[config.mk]
export PLATFORM = sky130hd
export DESIGN_NAME = instruction_fetch
export DESIGN_NICKNAME = d
export VERILOG_FILES = /design/src/rtl/instruction_fetch.sv
export SDC_FILE = /design/constraint.sdc
export NUM_CORES = 1
export LEC_CHECK = 0
export BUFFER_PORTS_ARGS = -buffer_cell sky130_fd_sc_hd__buf_2
export CAP_MARGIN = 20
export CORE_ASPECT_RATIO = 0.9
export CORE_MARGIN = 4
export CORE_UTILIZATION = 45
export CTS_BUF_LIST = sky130_fd_sc_hd__clkbuf_4 sky130_fd_sc_hd__clkbuf_8
export CTS_CLUSTER_DIAMETER = 60
export DETAILED_ROUTE_END_ITERATION = 10
export HOLD_SLACK_MARGIN = 0.08
export PLACE_DENSITY = 0.68
export SETUP_SLACK_MARGIN = 0.02
export SLEW_MARGIN = 20
export SYNTH_ARGS = -nofsm -noshare
export SYNTH_HDL_FRONTEND = slang
export SYNTH_SLANG_ARGS = --single-unit
[constraint.sdc]
create_clock -name clk -period 2.9 [get_ports clk]
set_clock_uncertainty 0.2 [all_clocks]
set_input_delay 0.58 -clock clk [delete_from_list [all_inputs] [get_ports clk]]
set_output_delay 0.58 -clock clk [all_outputs]
set_load 0.1 [all_outputs]
[src/rtl/instruction_fetch.sv]
// instruction_fetch: PC, single-outstanding memory fetch, DEPTH-entry instruction FIFO, jump redirect/flush.
// Optional FETCH_JMP_CNT_EN adds a saturating 16-bit redirect counter output jmp_count.
module instruction_fetch #(
    parameter int ADDR_W  = 12,
    parameter int INSTR_W = 16,
    parameter int DEPTH   = 2
) (
    input  logic               clk,
    input  logic               rst_n,
    output logic               mem_req,
    output logic [ADDR_W-1:0]  mem_addr,
    input  logic               mem_valid,
    input  logic [INSTR_W-1:0] mem_rdata,
    output logic               instr_valid,
    output logic [INSTR_W-1:0] instruction,
    input  logic               instr_ready,
    input  logic               load_pc,
    input  logic [ADDR_W-1:0]  load_pc_val
`ifdef FETCH_JMP_CNT_EN
    ,
    output logic [15:0]        jmp_count
`endif
);
    localparam int PW = $clog2(DEPTH);
    localparam int CW = PW + 1;
    typedef enum logic [1:0] {IDLE, REQ, WAIT, DRAIN} state_t;
    state_t state, state_n;
    logic [ADDR_W-1:0] pc, pc_n;
    logic [INSTR_W-1:0] fifo [DEPTH];
    logic [INSTR_W-1:0] head_n;
    logic [PW-1:0] rd_ptr, wr_ptr;
    logic [CW-1:0] count, count_n;
    logic pop, push, redirect;
    always_comb begin
        pop      = instr_valid & instr_ready;
        redirect = pop & load_pc;
        push     = (state == WAIT) & mem_valid & ~redirect;
        count_n  = redirect ? '0 : count + CW'(push) - CW'(pop);
        pc_n     = redirect ? load_pc_val : push ? pc + 1'b1 : pc;
        // a word landing in an empty (after pop) FIFO becomes the head directly
        head_n   = (push && count == CW'(pop)) ? mem_rdata : fifo[rd_ptr + PW'(pop)];
        state_n  = state == IDLE ? (count_n < CW'(DEPTH) ? REQ : IDLE)
                 : state == REQ  ? (redirect ? DRAIN : WAIT)
                 : mem_valid     ? ((state == DRAIN || count_n < CW'(DEPTH)) ? REQ : IDLE)
                 : redirect      ? DRAIN : state;
    end
    always_ff @(posedge clk or negedge rst_n) begin
        if (!rst_n) begin
            state       <= IDLE;
            pc          <= '0;
            count       <= '0;
            rd_ptr      <= '0;
            wr_ptr      <= '0;
            mem_req     <= 1'b0;
            mem_addr    <= '0;
            instr_valid <= 1'b0;
            instruction <= '0;
        end else begin
            state       <= state_n;
            pc          <= pc_n;
            count       <= count_n;
            rd_ptr      <= redirect ? '0 : pop ? rd_ptr + 1'b1 : rd_ptr;
            wr_ptr      <= redirect ? '0 : push ? wr_ptr + 1'b1 : wr_ptr;
            mem_req     <= state_n == REQ;
            mem_addr    <= pc_n;
            instr_valid <= count_n != '0;
            instruction <= head_n;
        end
    end
    always_ff @(posedge clk) begin
        if (push) fifo[wr_ptr] <= mem_rdata;
    end
`ifdef FETCH_JMP_CNT_EN
    always_ff @(posedge clk or negedge rst_n) begin
        if (!rst_n) jmp_count <= '0;
        else if (redirect && jmp_count != 16'hFFFF) jmp_count <= jmp_count + 1'b1;
    end
`endif
endmodule

### Yosys cells after proc, flatten, opt, wreduce, memory -nomap -nowiden

Memories as Yosys holds them, arrays and structs flattened.
Cells that the tools add are included.

* register bits: 36
* memory bits (writable): 32
* input bits: 33
* output and inout bits: 30
* word-level logic and storage cells: 49
* memories: 1

* add/sub/neg operators: 6
* magnitude comparators: 1
* equality and inequality tests: 5
* muxes and demuxes: 17
* bitwise gates (word level): 5
* reduce and logical (&&, ||, !) cells: 6

Memory list
* fifo: depth 2, width 16, rd ports 1, clocked after Yosys merged registers in 0, wr ports 1, line 29 `logic [INSTR_W-1:0] fifo [DEPTH];`

Operator list (number)
* $mux 12: 2
* $mux 16: 1
* $add 12x1->12 const B: 1
* $mux 2: 5
* $mux 1: 9
* $reduce_bool 2->1: 3
* $and 1x1->1: 4
* $eq 2x1->1 const B: 2
* $eq 2x2->1 const B: 2
* $add 1x1->1 const B: 2
* $add 2x1->2: 1
* $eq 2x1->1: 1
* $logic_not 2->1: 1
* $lt 2x2->1 const B: 1
* $sub 2x1->2: 1
* $add 1x1->1: 1
* $logic_and 1x1->1: 1
* $logic_or 1x1->1: 1
* $not 1->1: 1

### Longest topological paths before layout

Gate-level depths: netlist (run 1).

* depth after elaboration: 14
* gate-level depth with buffers: 10

### Least setup slack after synthesis (run 1)

OpenSTA, ideal clock, no wires.

* path type: register to register
* from: register instr_valid
* to: register mem_req
* library setup time: 0.124 ns
* arrival: 2.351 ns
* required time: 2.576 ns
* path slack: 0.225 ns
* stages on the path, launching flop included: 10
* cells stage by stage: dfrtp_1 nand3_1 nand2_1 ha_1 inv_1 ha_1 xnor2_1 xnor2_1 and2_1 a21oi_1

* longest elaborated chain between the ends: 14
* elaborated cells between the ends (all ways): 17
* classes of those cells: add/sub: 2; order compare: 1; eq/ne: 1; mux: 8; bitwise: 4; reduce/logical: 1

RTL lines
* start, declared: line 14 `output logic instr_valid,`
* start signal, assigned: line 56 `instr_valid <= 1'b0;`
* start signal, assigned: line 66 `instr_valid <= count_n != '0;`
* $and 1x1->1 *: line 35 `pop = instr_valid & instr_ready;`
* $and 1x1->1: line 36 `redirect = pop & load_pc;`
* $not 1->1: line 37 `push = (state == WAIT) & mem_valid & ~redirect;`
* $and 1x1->1: line 37
* $add 2x1->2: line 38 `count_n = redirect ? '0 : count + CW'(push) - CW'(pop);`
* $sub 2x1->2: line 38
* $mux 2 *: line 38
* via count_n[1]: line 32 `logic [CW-1:0] count, count_n;`
* $lt 2x2->1 *: line 42, 44
* $logic_or 1x1->1: line 44 `: mem_valid ? ((state == DRAIN || count_n < CW'(DEPTH)) ? REQ : IDLE)`
* $mux 1: line 44
* $mux 2: line 44
* $mux 2: line 43 `: state == REQ ? (redirect ? DRAIN : WAIT)`
* $mux 2 *: line 42 `state_n = state == IDLE ? (count_n < CW'(DEPTH) ? REQ : IDLE)`
* $eq 2x1->1 *: line 64 `mem_req <= state_n == REQ;`
* end signal, assigned: line 54 `mem_req <= 1'b0;`
* end signal, assigned: line 64
* end, declared: line 10 `output logic mem_req,`

Mark *: on every way through the listed nets, which the timed path passes. The rest lies on a longest branch.
A chain may end at the register's enable or synchronous reset.

### Final worst setup path (run 1)

* from: register state[0]
* to: register mem_req

* longest elaborated chain between the ends: 13
* elaborated cells between the ends (all ways): 18
* classes of those cells: add/sub: 2; order compare: 1; eq/ne: 4; mux: 7; bitwise: 2; reduce/logical: 2

RTL lines
* start, declared: line 27 `state_t state, state_n;`
* start signal, assigned: line 59 `state <= state_n;`
* $eq 2x2->1 *: line 37
* $and 1x1->1 * (2 in a row): line 37
* $add 2x1->2 *: line 38
* $sub 2x1->2 *: line 38
* $mux 2 *: line 38
* via count_n[1]: line 32
* $lt 2x2->1 *: line 42, 44
* $logic_or 1x1->1: line 44
* $mux 1: line 44
* $mux 2: line 44
* $mux 2: line 43
* $mux 2 *: line 42
* $eq 2x1->1 *: line 64

Marks and branches as above.

==> out/results.txt, run 1 <==
Antenna-violating nets left: 0
Vias in the first global route: 1749
CP Depth: 9
Routed wire per std cell: 14.46 microns
Grt ovf: 0
Register clock-pin slew on the reported worst setup and hold paths: 0.07 ns
Vias per inst: 4.830
Final hold violation count: 0
Post-CTS Hold Buffers: 0
Rel. slew slack: 42.88%
Fin crit share: 75.31%
Clock buffer depth: 2
Crit. End Element: flop
Complex-gate fraction of the synthesized area: 3.468%
Share of cells above drive strength 1: 43.75%
Area share of the largest cell type after synthesis: 33.29%
CP Class: flop to flop
Top-count cell post-synth: dfrtp_1
Clock tree root driver cell: clkbuf_8
Placed insts: 343
Initial antenna violation count: 0
Syn Area/Cell: 14.88 sq um
CTS resizes: 0
Synth top area cells: edfxtp_1 33%, dfrtp_1 31%, mux2_4 9.4%
CTS sink count: 68
Synthesis-to-finish area growth: 22.28%
Cell area after synthesis: 2887 sq um
Largest family of logic cells by synthesized area: multiplexers
RR Endpoint: mem_req
Initial Util: 46.69%
R2R depth: 9
Main flop type after synthesis: dfrtp_1
Data required, critical path: 2.93 ns
Post-synth cell types: 34
Total GRT Usage: 14.58%
Simple-gate portion of the synthesized area: 8.453%
Crit-path max FO: 6
Initial DRC count: 39
Final core occ: 57.09%
CP max stage delay: 0.42 ns
DIE AREA: 7761 sq um
Post-synth EDFFs: 32
Seq/Total Area, Yosys: 64.50%
First-pass GRT wire length: 8.556 mm
CTS tree: yes
H-tree depth: 3
Cts bufs inserted: 9
I/O pins: 63
Ys async rst share: 52.94%
RSZ-0062 raised after global routing: no
Post-Synth Adder-Cell Area: 1.300%
Crit path max-delay family: simple AND/OR/NAND/NOR gates
Via Count: 1734
Fin cells: 359
Reg-to-reg startpoint: state[0]
Drt pass-1 iters: 4
Reg2Reg Setup Slack: 0.72 ns
Startpoint Class: flop
GP Congestion: 0.7957
Largest net degree at the start of global routing: 37
Syn Inst Count: 194
Setup ws final: 0.7161 ns
IO Port Bufs: 62
Total negative setup slack: 0 ns
Die Span Y: 83.98 microns
CP bufs+invs: 1
Fin crit period: 2.184 ns
Commonest cells post-synth: 36 x dfrtp_1, 32 x edfxtp_1, 18 x mux2_4, 14 x nand2_1, 13 x mux2_2
#FFs+latches synth: 68
Chip Width: 92.42 microns
Ys Warns: 0
Setup Fix Bufs, Post-CTS: 0
Post-synthesis xor/xnor area fraction: 5.202%
Clk Latency, worst-skew pair: 0.34 ns
Final net count: 303
CP arrival: 2.21 ns
Fmax: 457.9 MHz
Worst slew pin tran: 0.8567 ns
Count of pins over their slew limit: 0
CP cell instances: and3b_1, nand2_1, ha_1, inv_1, ha_1, xnor2_1, xnor2_1, and2_1, a21oi_1
Finish-stage setup viols: 0
Placed wire-length estimate: 3.475 mm
Max stage delay cell, worst path: dfrtp_1
Worst hold path class: primary input to asynchronous set/reset pin
Outcome: finished, final reports clean
DR DRC count: 0
DRT Wirelength: 5.192 mm
Max-cap violations: 0
Setup Slack @ Placement: 0.3465 ns
Multiplexer share of the synthesized area: 14.82%
Syn_nets: 230
Core area: 6182 sq um
Num rows: 27
Post-synth top area cell: edfxtp_1
Ant diodes: 0
## per-stage QoR
| stage | instance area, sq um | hold WS [ns] |
|---|---|---|
| finish | 3530 | 0.1500 |
| global route | 3530 | 0.2142 |
| CTS | 3522 | 0.1720 |
| detailed placement | 3307 | 0.3242 |
| global placement | 3307 | 0.3148 |
| floorplan | 2887 | 0.08441 |
## sequential cells by signal, indices dropped and copies added (netlist names)
signal	count
count	2
fifo	32
instr_valid	1
instruction	16
mem_req	1
pc	12
rd_ptr	1
state	2
wr_ptr	1
## placed cells by master (no fill, tap or decap), drive strengths merged
cell type and count:
nand4 5, o21bai 1, o21ai 11, xnor2 11
xor2 4, edfxtp 32, a21oi 4, mux2 32
dfrtp 36, nand3b 1, clkbuf 9, a31oi 1
nor3b 1, nand4b 1, nand2 15, and3b 1
clkinv 3, and3 2, nor3 2, nor4 4
inv 5, nor2 9, nand3 3, bufinv 2
nor2b 1, clkinvlp 2, and2 2, ha 3
o31ai 1, buf 68
## final cells by class
cell class / count / area (sq um)
Tap cell: 87 / 108.9
Clock buffer: 9 / 123.9
Multi-Input combinational cell: 115 / 969.7
Timing Repair Buffer: 68 / 355.3
Inverter: 5 / 18.77
Clock inverter: 7 / 91.34
Fill cell: 533 / 2653
Sequential cell: 68 / 1862
## how the worst max path moves through the flow
stage / slack (ns) / start / to
CTS: 0.61 / instr_valid / instruction[0]
floorplan: 0.23 / instr_valid / mem_req
global route: 0.54 / state[0] / mem_req
detailed placement: 0.35 / instr_ready / instruction[4]
global placement: 0.37 / instr_ready / instruction[15]
finish: 0.72 / state[0] / mem_req
## cells by family (layout without fill, tap and decap cells)
family | after synthesis | in the layout
simple gates | 47 | 47
fa+ha+maj | 3 | 3
buf+inv | 11 | 89
compound gates | 18 | 18
xor+xnor | 15 | 15
mux | 32 | 32
flops | 68 | 68
## metal layers
metal  routed length, microns  GRT usage [%]
met1                     2271          18.17
met2                     2589          23.39
met3                      276          4.869
met4                       55          5.668
met5                        0              0
Power of run 1 is left out: the tool's default activity adds up to more than one toggle a clock period on the data nets, which glitch-free logic cannot reach.
==> inputs of run 2 (changes only) <==
- clock period: 2.9 -> 2.2 ns (I/O delays scaled with it)
==> out/results.txt, run 2 (synthesis gave the netlist of run 1 again) <==
Outcome: finished, final reports clean
DRT Wirelength: 5.444 mm (+4.9%)
Final net count: 311 (+2.6%)
Ant diodes: 0 (unchanged)
Total GRT Usage: 15.10% (+0.52 points)
Crit. End Element: flop
Drt pass-1 iters: 4 (unchanged)
Initial Util: 46.69% (unchanged)
Worst hold path class: primary input to flop
Routed wire per std cell: 14.83 microns (+2.6%)
DR DRC count: 0 (unchanged)
Count of pins over their slew limit: 0 (unchanged)
Synthesis-to-finish area growth: 25.88%
Final hold violation count: 0 (unchanged)
Initial antenna violation count: 0 (unchanged)
Vias in the first global route: 1819 (+4.0%)
Via Count: 1790 (+3.2%)
Share of cells above drive strength 1: 49.29% (+5.5 points)
DIE AREA: 7761 sq um (unchanged)
CTS sink count: 68 (unchanged)
Max-cap violations: 0 (unchanged)
Crit-path most repeated cell: xnor2_2
Most frequent cells in the layout: 62 x buf_2, 32 x dfrtp_1, 32 x edfxtp_1
CP arrival: 2.13 ns (-0.08 ns)
GP Congestion: 0.8176 (+2.8%)
Commonest non-fill, non-tap cell in the layout: buf_2
Crit-path max FO: 3 (-3)
Vias per inst: 4.877 (+0.98%)
Fin crit share: 96.00% (+21 points)
Grt ovf: 0 (unchanged)
Chip Width: 92.42 microns (unchanged)
Fin crit period: 2.112 ns (-0.07186 ns)
Reg with most FFs: fifo
Startpoint Class: flop
Placed insts: 348 (+1.5%)
Die Span Y: 83.98 microns (unchanged)
Initial DRC count: 113 (+190%)
I/O pins: 63 (unchanged)
Core area: 6182 sq um (unchanged)
CP cell instances: and3b_1, nand2_2, ha_1, inv_1, ha_2, xnor2_2, xnor2_2, and2_4, a21oi_1
Data required, critical path: 2.22 ns (-0.71 ns)
Cell Area, Placed: 3395 sq um (+2.6%)
H-tree depth: 3 (unchanged)
Max stage delay cell, worst path: dfrtp_1
CTS tree: yes
Biggest regs: fifo (32), instruction (16), pc (12)
Worst slew pin tran: 0.4903 ns (-0.3665 ns)
Cts bufs inserted: 9 (unchanged)
Largest register FFs: 32 (unchanged)
CP Class: flop to flop
First-pass GRT wire length: 9.052 mm (+5.8%)
Antenna-violating nets left: 0 (unchanged)
Clk Latency, worst-skew pair: 0.33 ns (about the same)
Placed wire-length estimate: 3.732 mm (+7.4%)
Largest net degree at the start of global routing: 27 (-27%)
Fin cells: 367 (+2.2%)
CP max stage delay: 0.38 ns (-0.04 ns)
Rel. slew slack: 67.54% (+25 points)
Final core occ: 58.77% (+1.7 points)
Finish-stage setup viols: 0 (unchanged)
Total negative setup slack: 0 ns (unchanged)
Clock buffer depth: 2 (unchanged)
Finished layout cell area: 3633 sq um (+2.9%)
IO Port Bufs: 62 (unchanged)
Clock tree root driver cell: clkbuf_8
Num rows: 27 (unchanged)
Fmax: 473.5 MHz (+3.4%)
Register clock-pin slew on the reported worst setup and hold paths: 0.07 ns (about the same)
[run 2: final timing paths]
kind                                     start              to  slack [ns]  cells after the start
worst min register to register          pc[11]          pc[11]        0.38                      2
min in group asynchronous                rst_n  instruction[3]        0.32                      2
worst max register to register        state[0]         mem_req        0.09                      9
worst min-delay path            load_pc_val[9]           pc[9]        0.10                      3
worst max-delay path                  state[0]         mem_req        0.09                      9
max in group asynchronous                rst_n           pc[0]        0.83                      3
[run 2: final cells by class]
cell class              count  area (sq um)
inverters                   5         18.77
fillers                   515          2549
clock buffers              11         138.9
multi-input cells         115          1002
flip-flops and latches     68          1869
well taps                  87         108.9
clock inverters             5         52.55
repair buffers             76         442.9
[run 2: worst max-delay path, delay by kind of cell, from the launching register on]
family	cells	cell delay (ns)
adder cells (fa/ha/maj)	2	0.45
AND/OR/NAND/NOR	3	0.50
buffers and inverters	1	0.04
XOR/XNOR	2	0.37
flip-flops	1	0.38
AO/OA/AOI/OAI	1	0.06
[run 2: metal layers]
| layer | global-route usage (%) | up-vias | part of all wire, % |
|---|---|---|---|
| li1 | - | 863 | - |
| met3 | 4.959 | 10 | 5.7 |
| met5 | 0 | - | 0 |
| met1 | 20.25 | 870 | 44 |
| met4 | 5.263 | 0 | 1.4 |
| met2 | 22.99 | 47 | 48 |
[run 2: what timing repair did]
item | 4_1_cts | 5_1_grt
hold buffers | 1 | 0
endpoints found under the hold margin | 10 | 0
gates resized for setup | 0 | 5
setup buffers | 0 | 2
endpoints found under the setup margin | 0 | 1
[run 2: metrics by stage]
stage	hold slack [ns]	worst slack, ns
after detailed placement	0.1373	-0.02903
after global placement	0.1307	0.01257
after floorplan	-0.05559	0.01780
final	0.1021	0.08793
after global routing	0.08347	-0.009941
after CTS	0.08213	0.06522
Power of run 2 is left out for the same reason.
==> inputs of run 3 (changes only) <==
- RECOVER_POWER: not set -> 100
==> out/results.txt, run 3 (synthesis gave the netlist of run 1 again) <==
Ant diodes: 0 (unchanged)
Fin cells: 367 (unchanged)
Outcome: finished, final reports clean
Total GRT Usage: 15.10% (unchanged)
Max-cap violations: 0 (unchanged)
Setup Slack @ Placement: -0.02903 ns (unchanged)
CP arrival: 2.13 ns (about the same)
DIE AREA: 7761 sq um (unchanged)
Die Span Y: 83.98 microns (unchanged)
First-pass GRT wire length: 9.052 mm (unchanged)
Antenna-violating nets left: 0 (unchanged)
Worst hold path class: primary input to flop
I/O pins: 63 (unchanged)
Startpoint Class: flop
Crit. End Element: flop
Initial Util: 46.69% (unchanged)
CTS tree: yes
CTS sink count: 68 (unchanged)
Placed insts: 348 (unchanged)
GP Congestion: 0.8176 (unchanged)
Largest register FFs: 32 (unchanged)
Core area: 6182 sq um (unchanged)
Crit path max-delay family: simple AND/OR/NAND/NOR gates
IO Port Bufs: 62 (unchanged)
H-tree depth: 3 (unchanged)
Crit-path most repeated cell: xnor2_2
Final hold violation count: 0 (unchanged)
Placed wire-length estimate: 3.732 mm (unchanged)
Chip Width: 92.42 microns (unchanged)
Initial DRC count: 116 (+2.7%)
Cts bufs inserted: 9 (unchanged)
Num rows: 27 (unchanged)
DRT Wirelength: 5.441 mm (about the same)
CP max stage delay: 0.39 ns (about the same)
RR Endpoint: mem_req
Finished layout cell area: 3596 sq um (-1.0%)
Max stage delay cell, worst path: dfrtp_1
Total negative setup slack: 0 ns (unchanged)
Via Count: 1792 (+0.11%)
Reg-to-reg startpoint: state[0]
Drt pass-1 iters: 4 (unchanged)
DR DRC count: 0 (unchanged)
Final net count: 311 (unchanged)
Worst setup startpoint: state[0]
Reg2Reg Setup Slack: 0.08 ns (about the same)
Most frequent cells in the layout: 32 x dfrtp_1, 32 x edfxtp_1, 30 x buf_2
Biggest regs: fifo (32), instruction (16), pc (12)
Grt ovf: 0 (unchanged)
Clock tree root driver cell: clkbuf_8
Data required, critical path: 2.22 ns (about the same)
Largest net degree at the start of global routing: 27 (unchanged)
Fin crit share: 96.23% (+0.23 points)
Share of cells above drive strength 1: 41.79% (-7.5 points)
CP bufs+invs: 1 (unchanged)
CP endpoint: mem_req
Cell Area, Placed: 3395 sq um (unchanged)
Fmax: 472.3 MHz (-0.24%)
Initial antenna violation count: 0 (unchanged)
Rel. slew slack: 54.48% (-13 points)
Vias in the first global route: 1819 (unchanged)
Finish-stage setup viols: 0 (unchanged)
Synthesis-to-finish area growth: 24.58%
CP Class: flop to flop
Register clock-pin slew on the reported worst setup and hold paths: 0.07 ns (about the same)
Crit-path max FO: 3 (unchanged)
CP Depth: 9 (unchanged)
Routed wire per std cell: 14.83 microns (about the same)
Setup ws final: 0.08288 ns (-0.005047 ns)
Fin crit period: 2.117 ns (+0.005047 ns)
Reg with most FFs: fifo
CP cell instances: and3b_1, nand2_2, ha_1, inv_1, ha_2, xnor2_2, xnor2_2, and2_4, a21oi_1
R2R depth: 9 (unchanged)
Clk Latency, worst-skew pair: 0.33 ns (about the same)
Worst slew pin tran: 0.6828 ns (+0.1925 ns)
Clock buffer depth: 2 (unchanged)
Count of pins over their slew limit: 0 (unchanged)
Vias per inst: 4.883 (+0.11%)
-- run 3: worst min-delay path by stage --
| stage | start | end | cells past startpoint | slack (ns) |
|---|---|---|---|---|
| 2_1_floorplan | rst_n | count[0] | 0 | -0.06 |
| 3_3_place_gp | rst_n | instruction[1] | 1 | 0.13 |
| 3_5_place_dp | rst_n | instruction[4] | 1 | 0.14 |
| 5_1_grt | load_pc_val[6] | pc[6] | 3 | 0.08 |
| 6_report | load_pc_val[9] | pc[9] | 3 | 0.10 |
| 4_1_cts | mem_rdata[2] | fifo[1][2] | 1 | 0.08 |
-- run 3: area by class of cell --
type,instances,area (sq um)
multi-input combinational,115,999.7
clock buffer,11,138.9
inverter,5,18.77
timing repair buffer,76,407.9
fill,525,2586
sequential,68,1869
tap,87,108.9
clock inverter,5,52.55
-- run 3: worst register-to-register path, stage by stage (launching register included) --
cell,delay (ns)
dfrtp_1,0.39
and3b_1,0.25
nand2_2,0.07
ha_1,0.27
inv_1,0.04
ha_2,0.18
xnor2_2,0.15
xnor2_2,0.22
and2_4,0.18
a21oi_1,0.06
-- run 3: timing repair --
item	in CTS	in global routing
endpoints found under the setup margin	0	1
setup buffers	0	2
hold buffers	1	0
gates resized for setup	0	5
hold endpoints to repair	10	0
-- run 3: through the flow --
| stage | util, % | hold slack, ns |
|---|---|---|
| floorplan | - | -0.05559 |
| global placement | 54.91 | 0.1307 |
| detailed placement | 54.91 | 0.1373 |
| CTS | 58.17 | 0.08213 |
| global route | 58.17 | 0.08347 |
| finish | 58.17 | 0.1027 |
-- run 3: metal layers --
layer / global-route usage [%] / share of wire, %
met3: 4.959 / 5.8
met4: 5.263 / 1.2
met5: 0 / 0
met1: 20.25 / 45
met2: 22.99 / 48
Power of run 3 is left out for the same reason.
